## config.mk

```make
export PLATFORM = sky130hd
export DESIGN_NAME = activation_sequencer
export DESIGN_NICKNAME = d
export VERILOG_FILES = /design/src/rtl/activation_sequencer.sv
export SDC_FILE = /design/constraint.sdc
export NUM_CORES = 1
export LEC_CHECK = 0
export ABC_CLOCK_PERIOD_IN_PS = 2200
export BUFFER_PORTS_ARGS = -buffer_cell sky130_fd_sc_hd__buf_2
export CAP_MARGIN = 20
export CORE_ASPECT_RATIO = 1.5
export CORE_MARGIN = 2
export CORE_UTILIZATION = 30
export CTS_CLUSTER_SIZE = 16
export DETAILED_ROUTE_END_ITERATION = 10
export PLACE_DENSITY = 0.5
export SLEW_MARGIN = 20
export SYNTH_ARGS = -nofsm -noshare
export SYNTH_HDL_FRONTEND = slang
export SYNTH_SLANG_ARGS = --single-unit
```

## constraint.sdc

```tcl
create_clock -name clk -period 2.2 [get_ports clk]
set_input_delay 0.44 -clock clk [delete_from_list [all_inputs] [get_ports clk]]
set_output_delay 0.44 -clock clk [all_outputs]
set_load 0.01 [all_outputs]
```

## src/rtl/activation_sequencer.sv

```systemverilog
// activation_sequencer
// Shares one activation unit (LUT + interpolator) across all neurons of a
// layer. A packed vector of pre-activations is latched, fed to the unit one
// sample per cycle, and the results are reassembled into a packed output
// vector. The output is presented with a valid/ready handshake.
// A tag pipeline matching the unit latency records which neuron each
// returning result belongs to.
module activation_sequencer #(
    parameter int NUM_NEURONS = 4,
    parameter int DATA_W      = 8,
    parameter int ACT_LAT     = 0
) (
    input  logic                          clk,
    input  logic                          rst,
    input  logic                          in_valid,
    output logic                          in_ready,
    input  logic [NUM_NEURONS*DATA_W-1:0] in_z,
    output logic [DATA_W-1:0]             act_z,
    output logic                          act_issue,
    input  logic [DATA_W-1:0]             act_a,
    output logic                          out_valid,
    input  logic                          out_ready,
    output logic [NUM_NEURONS*DATA_W-1:0] out_a,
    output logic                          busy
);

    localparam int              IDX_W    = (NUM_NEURONS > 1) ? $clog2(NUM_NEURONS) : 1;
    localparam logic [IDX_W-1:0] LAST_IDX = IDX_W'(NUM_NEURONS - 1);

    typedef enum logic [1:0] {
        ST_IDLE  = 2'd0,
        ST_ISSUE = 2'd1,
        ST_DRAIN = 2'd2,
        ST_DONE  = 2'd3
    } state_t;

    state_t             state_q;
    state_t             state_d;
    logic [IDX_W-1:0]   issue_idx_q;
    logic [IDX_W-1:0]   issue_idx_d;
    logic               load_z;

    // Latched input vector and collected results, one entry per neuron.
    logic [DATA_W-1:0]  in_z_w [NUM_NEURONS];
    logic [DATA_W-1:0]  z_q    [NUM_NEURONS];
    logic [DATA_W-1:0]  a_q    [NUM_NEURONS];

    // Result returning from the unit this cycle and the neuron it belongs to.
    logic               cap_valid;
    logic [IDX_W-1:0]   cap_idx;

    // Unpack the input vector and pack the result vector, lane by lane.
    genvar gi;
    generate
        for (gi = 0; gi < NUM_NEURONS; gi++) begin : g_lane
            assign in_z_w[gi]                   = in_z[gi*DATA_W +: DATA_W];
            assign out_a[gi*DATA_W +: DATA_W]   = a_q[gi];
        end
    endgenerate

    // Tag path: a combinational unit returns its result in the issue cycle,
    // a pipelined one returns it ACT_LAT cycles later, tagged by a shift
    // register of (valid, index) pairs so that idle cycles are never captured.
    generate
        if (ACT_LAT == 0) begin : g_no_lat
            assign cap_valid = (state_q == ST_ISSUE);
            assign cap_idx   = issue_idx_q;
        end else begin : g_lat
            logic [ACT_LAT-1:0] tag_valid_q;
            logic [IDX_W-1:0]   tag_idx_q [ACT_LAT];

            // Shift tags along with the unit pipeline; reset flushes in-flight tags.
            always_ff @(posedge clk or posedge rst) begin
                if (rst) begin
                    tag_valid_q <= '0;
                    for (int k = 0; k < ACT_LAT; k++) begin
                        tag_idx_q[k] <= '0;
                    end
                end else begin
                    tag_valid_q[0] <= (state_q == ST_ISSUE);
                    tag_idx_q[0]   <= issue_idx_q;
                    for (int k = 1; k < ACT_LAT; k++) begin
                        tag_valid_q[k] <= tag_valid_q[k-1];
                        tag_idx_q[k]   <= tag_idx_q[k-1];
                    end
                end
            end

            assign cap_valid = tag_valid_q[ACT_LAT-1];
            assign cap_idx   = tag_idx_q[ACT_LAT-1];
        end
    endgenerate

    // Next-state, issue index and handshake/unit outputs.
    always_comb begin
        state_d     = state_q;
        issue_idx_d = issue_idx_q;
        load_z      = 1'b0;
        in_ready    = 1'b0;
        out_valid   = 1'b0;
        busy        = 1'b1;
        act_issue   = 1'b0;
        act_z       = '0;
        unique case (state_q)
            ST_IDLE: begin
                in_ready = 1'b1;
                busy     = 1'b0;
                if (in_valid) begin
                    load_z      = 1'b1;
                    issue_idx_d = '0;
                    state_d     = ST_ISSUE;
                end
            end
            ST_ISSUE: begin
                act_issue = 1'b1;
                act_z     = z_q[issue_idx_q];
                if (issue_idx_q == LAST_IDX) begin
                    // Index holds at the last neuron rather than wrapping.
                    state_d = (ACT_LAT > 0) ? ST_DRAIN : ST_DONE;
                end else begin
                    issue_idx_d = issue_idx_q + 1'b1;
                end
            end
            ST_DRAIN: begin
                // Results return in issue order, so the last index closes the vector.
                if (cap_valid && (cap_idx == LAST_IDX)) begin
                    state_d = ST_DONE;
                end
            end
            ST_DONE: begin
                out_valid = 1'b1;
                if (out_ready) begin
                    state_d = ST_IDLE;
                end
            end
            default: begin
                state_d = ST_IDLE;
            end
        endcase
    end

    // State register, issue index and input vector latch.
    always_ff @(posedge clk or posedge rst) begin
        if (rst) begin
            state_q     <= ST_IDLE;
            issue_idx_q <= '0;
            for (int i = 0; i < NUM_NEURONS; i++) begin
                z_q[i] <= '0;
            end
        end else begin
            state_q     <= state_d;
            issue_idx_q <= issue_idx_d;
            if (load_z) begin
                for (int i = 0; i < NUM_NEURONS; i++) begin
                    z_q[i] <= in_z_w[i];
                end
            end
        end
    end

    // Write each returning activation into its neuron's slot of the result.
    always_ff @(posedge clk or posedge rst) begin
        if (rst) begin
            for (int i = 0; i < NUM_NEURONS; i++) begin
                a_q[i] <= '0;
            end
        end else begin
            for (int i = 0; i < NUM_NEURONS; i++) begin
                if (cap_valid && (cap_idx == IDX_W'(i))) begin
                    a_q[i] <= act_a;
                end
            end
        end
    end

endmodule

```

Word-level counts from Yosys, hierarchy flattened
Cells that the tools add are included.
{"block": "classes", "n_bitwise": 1, "n_reduce_logical": 9, "n_mux": 18, "n_addsub": 1, "n_eq_ne": 11, "n_lt_le_gt_ge": 1}
{"op": "8-bit 2-to-1 mux", "count": 3}
{"op": "8-bit binary-select mux with 2-bit select", "count": 1}
{"op": "2-bit 2-to-1 mux", "count": 6}
{"op": "2-bit equality test, second input constant", "count": 4}
{"op": "2-bit != test, second input constant", "count": 4}
{"op": "2-bit case mux with 4 select lines", "count": 1}
{"op": "1-bit 2-to-1 mux", "count": 6}
{"op": "2-bit by 1-bit equality test with 1-bit output, second input constant", "count": 2}
{"op": "1-bit logical AND", "count": 4}
{"op": "2-bit zero test", "count": 2}
{"op": "2-bit case mux with 2 select lines", "count": 1}
{"op": "4-bit AND reduction", "count": 1}
{"op": "3-bit greater-or-equal comparator, second input constant", "count": 1}
{"op": "2-bit NOT with 3-bit output", "count": 1}
{"op": "3-bit AND reduction", "count": 1}
{"op": "2-bit by 1-bit adder with 2-bit output, second input constant", "count": 1}
{"op": "2-bit by 1-bit != test with 1-bit output, second input constant", "count": 1}
{"op": "2-bit nonzero test", "count": 1}
{"block": "word_totals", "inputBits": 44, "elab_cells": 51, "register_bits": 68}

Longest topological paths before layout
Gate-level depths: netlist of run 1.
{"block": "depth", "word_depth": 5, "mapped_depth": 6}

Worst setup path before layout of run 1
Ideal clock, no wire load.
{"block": "synth_timing", "path_type": "register to output", "start": "register issue_idx_q[0], in the netlist cap_idx[0]", "end": "output port act_z[0]", "path_stages_with_launch": 4, "arrival_time_ns": 1.373, "required_time_ns": 1.760, "path_slack_ns": 0.387, "path_cell_list": "dfrtp_1 -> buf_2 -> mux4_2 -> and2_1"}
{"block": "synth_via", "elab_chain_cells": 5}
{"item": "from (decl)", "line": "39", "text": "logic [IDX_W-1:0] issue_idx_q;"}
{"item": "from (signal assigned)", "line": "152", "text": "issue_idx_q <= issue_idx_d;"}
{"item": "2-bit NOT with 3-bit output (not written as such)", "line": "116", "text": "act_z = z_q[issue_idx_q];"}
{"item": "8-bit binary-select mux with 2-bit select", "line": "116"}
{"item": "8-bit 2-to-1 mux (not written as such) (2 in a row)", "line": "116"}
{"item": "8-bit 2-to-1 mux", "line": "104", "text": "unique case (state_q)"}
{"item": "to (decl)", "line": "18", "text": "output logic [DATA_W-1:0] act_z,"}
No other way between the ends. The select of a mux whose other input is x is not followed.

Worst setup path after layout of run 1
{"block": "layout_timing", "start": "register issue_idx_q[0], in the netlist cap_idx[0]", "end": "output port act_z[2]"}
The elaborated chain is that of the path after synthesis.

==> key figures, run 1 <==
Detailed routing
  – DRT Wirelength: 5990 µm
  – Vias after detailed routing: 1874
  – Drt first pass iters: 3
  – Initial drt markers: 37
  – Per-cell via count in the routed design: 4.59
  – Routed wire length per instance: 14.7 µm
  – DRC violation count after routing: 0
  – Remaining antenna violation count: 0

Timing
  – Clock skew after layout: 0.00626 ns
  – Count of final setup violators: 0
  – Setup repair after global routing missed its margin: no
  – Final hold violation count: 0
  – Part of the cycle the worst path needs: 0.955
  – Total negative slack: 0 ns
  – Max-slew violation total from the final report: 0
  – Smallest setup slack after layout: 0.0994 ns
  – Fmax: 476 MHz
  – Final period demand of the worst path: 2.10 ns
  – Pin slew with the least headroom to its limit: 0.435 ns
  – Remaining max-slew budget at the tightest pin: 0.709

Global route
  – Wire length of the first global-routing pass: 10000 µm
  – Total routing resource utilization after global routing: 0.123
  – Initial antenna violation count: 0
  – Maximum number of pins on one net before global-route repair: 69
  – Via count of the first global-routing pass: 2045
  – GRT Residual Overflow: 0

Clocking
  – Number of clock sinks: 68
  – Num CTS Buffers: 9
  – Post-CTS Hold Buffers: 0
  – CTS clk-pin slew, worst paths: 0.06 ns
  – Clock latency reported for the late side of the worst-skew pair: 0.33 ns
  – Clock root cell: sky130_fd_sc_hd__clkbuf_16
  – Buffers inserted during post-CTS setup optimization: 0
  – Clock tree buffer depth: 2
  – TritonCTS clock tree: built
  – Depth of the CTS H-tree: 3

Worst setup path
  – Worst setup path start: cap_idx[0]
  – Worst setup path category: flip-flop to output port
  – Number of buffers and inverters on the critical path: 2
  – Worst r2r path cells: 6
  – Worst-path cell chain: buf_6, mux4_2, and2_1, buf_2
  – Endpoint kind of the worst setup timing path: output port
  – Reg-to-reg setup timing slack: 0.45 ns
  – CP max-delay cell: sky130_fd_sc_hd__mux4_2
  – Crit path arrival time: 1.66 ns
  – Total number of cells along the worst setup path: 4
  – Setup crit start kind: flip-flop
  – Slowest cell delay on critical path: 0.51 ns
  – Highest net fanout along the worst path: 12
  – Kind of cell adding the most delay to the critical path: multiplexers
  – Worst reg2reg startpoint: cap_idx[0]
  – Req. time, crit path: 1.76 ns

Outcome
  – Status: finished clean

Placement
  – Placed instance count: 392
  – Weighted congestion at the end of routability-driven global placement: 0.695
  – Count of input and output buffers: 87
  – Post-DP HPWL: 4270 µm
  – Post-placement worst setup slack: 0.327 ns

Final layout
  – Area of combinational cells with multiple inputs: 1190 µm²
  – Finished Layout Cells: 408
  – Fillcell total: 906
  – Share of final-layout standard cells stronger than drive strength 1: 0.638
  – Util after Layout: 0.402
  – Number of nets in the layout: 341
  – Register area: 1700 µm²
  – Signed area change from the synthesized netlist to the final layout: 31.0%
  – Antenna Diode Count: 0

Yosys
  – Fraction of synthesized cell area taken by the top area cell type: 0.576
  – Most instantiated flip-flop cell in the synthesis netlist: sky130_fd_sc_hd__dfrtp_1
  – Area leader, netlist: sky130_fd_sc_hd__dfrtp_1
  – YS warnings: 0
  – Netlist area before placement: 2960 µm²
  – Largest cells by area after synthesis: sky130_fd_sc_hd__dfrtp_1, sky130_fd_sc_hd__mux2_2, sky130_fd_sc_hd__mux4_2, sky130_fd_sc_hd__ha_1, sky130_fd_sc_hd__and2_1
  – Cells after synthesis: 190
  – Synth unique cells: 21
  – Average cell area after synthesis: 15.6 µm²
  – Post-synthesis async set-or-reset flop share: 1.00
  – Seq/Total Area, Yosys: 0.576
  – Synth cell count leaders: sky130_fd_sc_hd__dfrtp_1, sky130_fd_sc_hd__mux2_2, sky130_fd_sc_hd__ha_1, sky130_fd_sc_hd__and2_1, sky130_fd_sc_hd__mux4_2
  – Most numerous cell in the Yosys netlist: sky130_fd_sc_hd__dfrtp_1
  – Net Count, Synth: 243
  – Number of enable-type register cells in the synthesized netlist: 0
  – Count of state elements after synthesis: 68

Pwr
  – Worst supply voltage drop on vdd: 0.710 mV
  – Total power density per cell area: 1540 nW/µm²
  – Static Leak: 0.00183 µW

Hold path
  – Tightest Hold Check Type: input port to asynchronous set/reset pin

Floorplan
  – Placement Rows: 44
  – Std-Cell Core Area: 9630 µm²
  – Height of the die: 126 µm
  – Effective utilization at floorplan: 0.307
  – Total Die Area: 10700 µm²
  – Floorplan die width: 85.0 µm
  – I/O Pins: 88

Flow run
  – Count of max-cap constraint violations: 0
-- power breakdown --
part           switching, µW  internal [µW]  total [µW]
sequential               322           1900        2220
clock                    536            877        1410
combinational            980           1360        2340
total                   1840           4130        5970
-- per-stage QoR --
step | hold WS, ns | total power, µW | area, µm²
floorplan | 0.474 | 3820 | 2960
global placement | 0.483 | 4590 | 3570
detailed placement | 0.488 | 4640 | 3570
CTS | 0.194 | 6090 | 3870
global route | 0.217 | 6380 | 3870
finish | 0.186 | 5970 | 3870
-- layout make-up --
class | count | area share
flip-flops and latches | 68 | 0.440
multi-input cells | 108 | 0.307
repair buffers | 94 | 0.133
clock buffers | 10 | 0.0591
well taps | 115 | 0.0372
clock inverters | 6 | 0.0165
inverters | 7 | 0.00679
-- placed cells by master, fill, tap and decap left out, types with 2 or more instances in the layout --
cell,instances
sky130_fd_sc_hd__buf_12,2
sky130_fd_sc_hd__a22o_1,2
sky130_fd_sc_hd__clkinv_2,2
sky130_fd_sc_hd__and2_1,8
sky130_fd_sc_hd__clkbuf_16,9
sky130_fd_sc_hd__nand2_1,6
sky130_fd_sc_hd__buf_2,87
sky130_fd_sc_hd__inv_1,6
sky130_fd_sc_hd__o21ai_0,2
sky130_fd_sc_hd__dfrtp_1,67
sky130_fd_sc_hd__clkinvlp_4,2
sky130_fd_sc_hd__mux2_2,64
sky130_fd_sc_hd__buf_4,4
sky130_fd_sc_hd__mux4_2,8
sky130_fd_sc_hd__ha_1,8
-- cells by family (layout without fill, tap and decap cells) --
kind of cell             count (synthesis)  after routing  synth area share
buffers and inverters                   14            117            0.0224
flip-flops                              68             68             0.576
multiplexers                            74             74             0.313
AO/OA/AOI/OAI                            6              6            0.0152
AND/OR/NAND/NOR                         19             19            0.0351
adder cells (fa/ha/maj)                  9              9            0.0381
-- final timing paths --
check,to
worst max-delay path,act_z[2]
worst max register to register,out_a[4]
max in group asynchronous,cap_idx[1]
worst min register to register,out_a[4]
worst min-delay path,out_a[1]
min in group clk,z_q[9]
-- state kept, by name, indices dropped and copies added, names as in the netlist --
signal	flops
state_q	2
z_q	32
out_a	32
cap_idx	2
-- worst register-to-register path, stage by stage, from the launching register on --
cell                      delay [ns]
sky130_fd_sc_hd__dfrtp_1        0.34
sky130_fd_sc_hd__buf_6          0.19
sky130_fd_sc_hd__buf_4          0.15
sky130_fd_sc_hd__inv_1          0.05
sky130_fd_sc_hd__ha_1           0.19
sky130_fd_sc_hd__nand2_1        0.34
sky130_fd_sc_hd__mux2_2         0.38
-- timing repair --
action,CTS,global route
endpoints found under the hold margin,0,0
endpoints found under the setup margin,1,8
gates resized for setup,1,2
pin swaps,0,0
cloned,0,0
-- per-layer routing --
layer  global-route usage  vias up  share of wire
met1                0.136      928           0.41
li1                     -      872              -
met2                0.205       67           0.50
met4               0.0560        0          0.018
met3               0.0488        7          0.074
met5                    0        -              0
Power figures use the tool's default switching activity.
==> run 2: changes to the inputs <==
--- a/config.mk
+++ b/config.mk
@@ -13,7 +13,7 @@
 export CORE_UTILIZATION = 30
 export CTS_CLUSTER_SIZE = 16
 export DETAILED_ROUTE_END_ITERATION = 10
-export PLACE_DENSITY = 0.5
+export PLACE_DENSITY = 0.6
 export SLEW_MARGIN = 20
 export SYNTH_ARGS = -nofsm -noshare
 export SYNTH_HDL_FRONTEND = slang
==> key figures, run 2 (same netlist as run 1, synthesis figures left out) <==
Outcome
  – Status: finished clean

Timing
  – Part of the cycle the worst path needs: 0.951
  – Clock skew after layout: 0.00512 ns
  – Count of final setup violators: 0
  – Max-slew violation total from the final report: 0
  – Final period demand of the worst path: 2.09 ns
  – Setup repair after global routing missed its margin: no
  – Final hold violation count: 0
  – Total negative slack: 0 ns
  – Fmax: 478 MHz
  – Pin slew with the least headroom to its limit: 0.466 ns
  – Remaining max-slew budget at the tightest pin: 0.688

Worst setup path
  – Req. time, crit path: 1.76 ns
  – Worst setup path category: flip-flop to output port
  – Highest net fanout along the worst path: 6
  – Crit path arrival time: 1.65 ns
  – Setup crit start kind: flip-flop
  – Endpoint kind of the worst setup timing path: output port

Placement
  – Post-DP HPWL: 4440 µm
  – Weighted congestion at the end of routability-driven global placement: 0.684
  – Count of input and output buffers: 87
  – Placed instance count: 392
  – Area after detailed placement: 3570 µm²

Final layout
  – Share of final-layout standard cells stronger than drive strength 1: 0.631
  – Fillcell total: 935
  – Number of nets in the layout: 341
  – Finished Layout Cells: 408
  – Register area: 1700 µm²
  – Most frequent cells in the layout: sky130_fd_sc_hd__buf_2, sky130_fd_sc_hd__dfrtp_1, sky130_fd_sc_hd__mux2_2, sky130_fd_sc_hd__ha_1, sky130_fd_sc_hd__clkbuf_16
  – Summed area of non-filler cells in the final layout: 3920 µm²
  – Antenna Diode Count: 0
  – Leading cell type in the layout, fill and taps excluded: sky130_fd_sc_hd__buf_2
  – Area of combinational cells with multiple inputs: 1190 µm²
  – Signed area change from the synthesized netlist to the final layout: 32.8%

Clocking
  – Resized cells post-CTS: 0
  – TritonCTS clock tree: built
  – Clock tree buffer depth: 2
  – Buffers inserted during post-CTS setup optimization: 0
  – Num CTS Buffers: 9
  – Number of clock sinks: 68
  – Post-CTS Hold Buffers: 0
  – CTS clk-pin slew, worst paths: 0.06 ns
  – Depth of the CTS H-tree: 3
  – Clock latency reported for the late side of the worst-skew pair: 0.33 ns
  – Clock root cell: sky130_fd_sc_hd__clkbuf_16

Pwr
  – Overall power: 6220 µW
  – Total power density per cell area: 1580 nW/µm²
  – Static Leak: 0.00187 µW
  – Worst supply voltage drop on vdd: 0.688 mV

Hold path
  – Tightest Hold Check Type: input port to asynchronous set/reset pin

Global route
  – Maximum number of pins on one net before global-route repair: 69
  – GRT Residual Overflow: 0
  – Wire length of the first global-routing pass: 9770 µm
  – Total routing resource utilization after global routing: 0.121
  – Via count of the first global-routing pass: 1999
  – Initial antenna violation count: 0

Detailed routing
  – DRT Wirelength: 6010 µm
  – Drt first pass iters: 4
  – Remaining antenna violation count: 0
  – Initial drt markers: 47
  – Vias after detailed routing: 1871
  – DRC violation count after routing: 0
  – Per-cell via count in the routed design: 4.59
  – Routed wire length per instance: 14.7 µm

Floorplan
  – Effective utilization at floorplan: 0.307
  – Std-Cell Core Area: 9630 µm²
  – Total Die Area: 10700 µm²
  – Height of the die: 126 µm
  – Placement Rows: 44
  – I/O Pins: 88
  – Floorplan die width: 85.0 µm

Flow run
  – Count of max-cap constraint violations: 0
run 2: cell count changes in the layout (fill, tap and decap cells not counted):
cell	previous run	this run
sky130_fd_sc_hd__buf_4	4	5
sky130_fd_sc_hd__buf_6	1	0
sky130_fd_sc_hd__bufinv_16	1	3
sky130_fd_sc_hd__clkbuf_8	0	2
sky130_fd_sc_hd__clkinv_2	2	1
sky130_fd_sc_hd__clkinvlp_4	2	0
sky130_fd_sc_hd__dfrtp_1	67	68
sky130_fd_sc_hd__dfrtp_2	1	0
sky130_fd_sc_hd__ha_1	8	9
sky130_fd_sc_hd__ha_2	1	0
sky130_fd_sc_hd__inv_6	1	0
run 2: through the flow:
stage	hold slack, ns	util	worst slack [ns]
floorplan	0.474	-	0.0485
global placement	0.483	0.371	0.439
detailed placement	0.488	0.371	0.406
CTS	0.188	0.407	0.0685
global route	0.214	0.407	0.0214
finish	0.167	0.407	0.107
run 2: routing by layer:
layer  track usage  wire (µm)  vias to the layer above
li1              -          -                      868
met1         0.134       2250                      929
met2         0.203       3210                       64
met3        0.0495        426                       10
met4        0.0532        121                        0
met5             0          0                        -
run 2: report_power, final:
part           switching (µW)  total [µW]  leakage (µW)  internal, µW
sequential                323        2220      0.000802          1900
clock                     493        1660      0.000173          1170
combinational             986        2330      0.000892          1350
total                    1800        6220       0.00187          4410
run 2: final cells by class:
class | instances | area share
tap | 115 | 0.0367
timing repair buffer | 94 | 0.131
multi-input combinational | 108 | 0.303
clock inverter | 4 | 0.0242
inverter | 7 | 0.00670
clock buffer | 12 | 0.0654
sequential | 68 | 0.434
run 2: final timing paths:
| path | start | end | slack, ns | depth (start not counted) |
|---|---|---|---|---|
| max | cap_idx[0] | act_z[2] | 0.11 | 4 |
| min | rst | out_a[0] | 0.17 | 3 |
| max reg2reg | state_q[1] | state_q[1] | 0.41 | 6 |
| min reg2reg | out_a[13] | out_a[13] | 0.50 | 1 |
| max in group asynchronous | rst | out_a[7] | 1.72 | 3 |
| min in group clk | in_z[22] | z_q[14] | 0.34 | 2 |
run 2: worst max-delay path: stages (launching register included):
cell                      delay [ns]
sky130_fd_sc_hd__dfrtp_1        0.34
sky130_fd_sc_hd__buf_4          0.18
sky130_fd_sc_hd__mux4_2         0.50
sky130_fd_sc_hd__and2_1         0.18
sky130_fd_sc_hd__buf_2          0.14
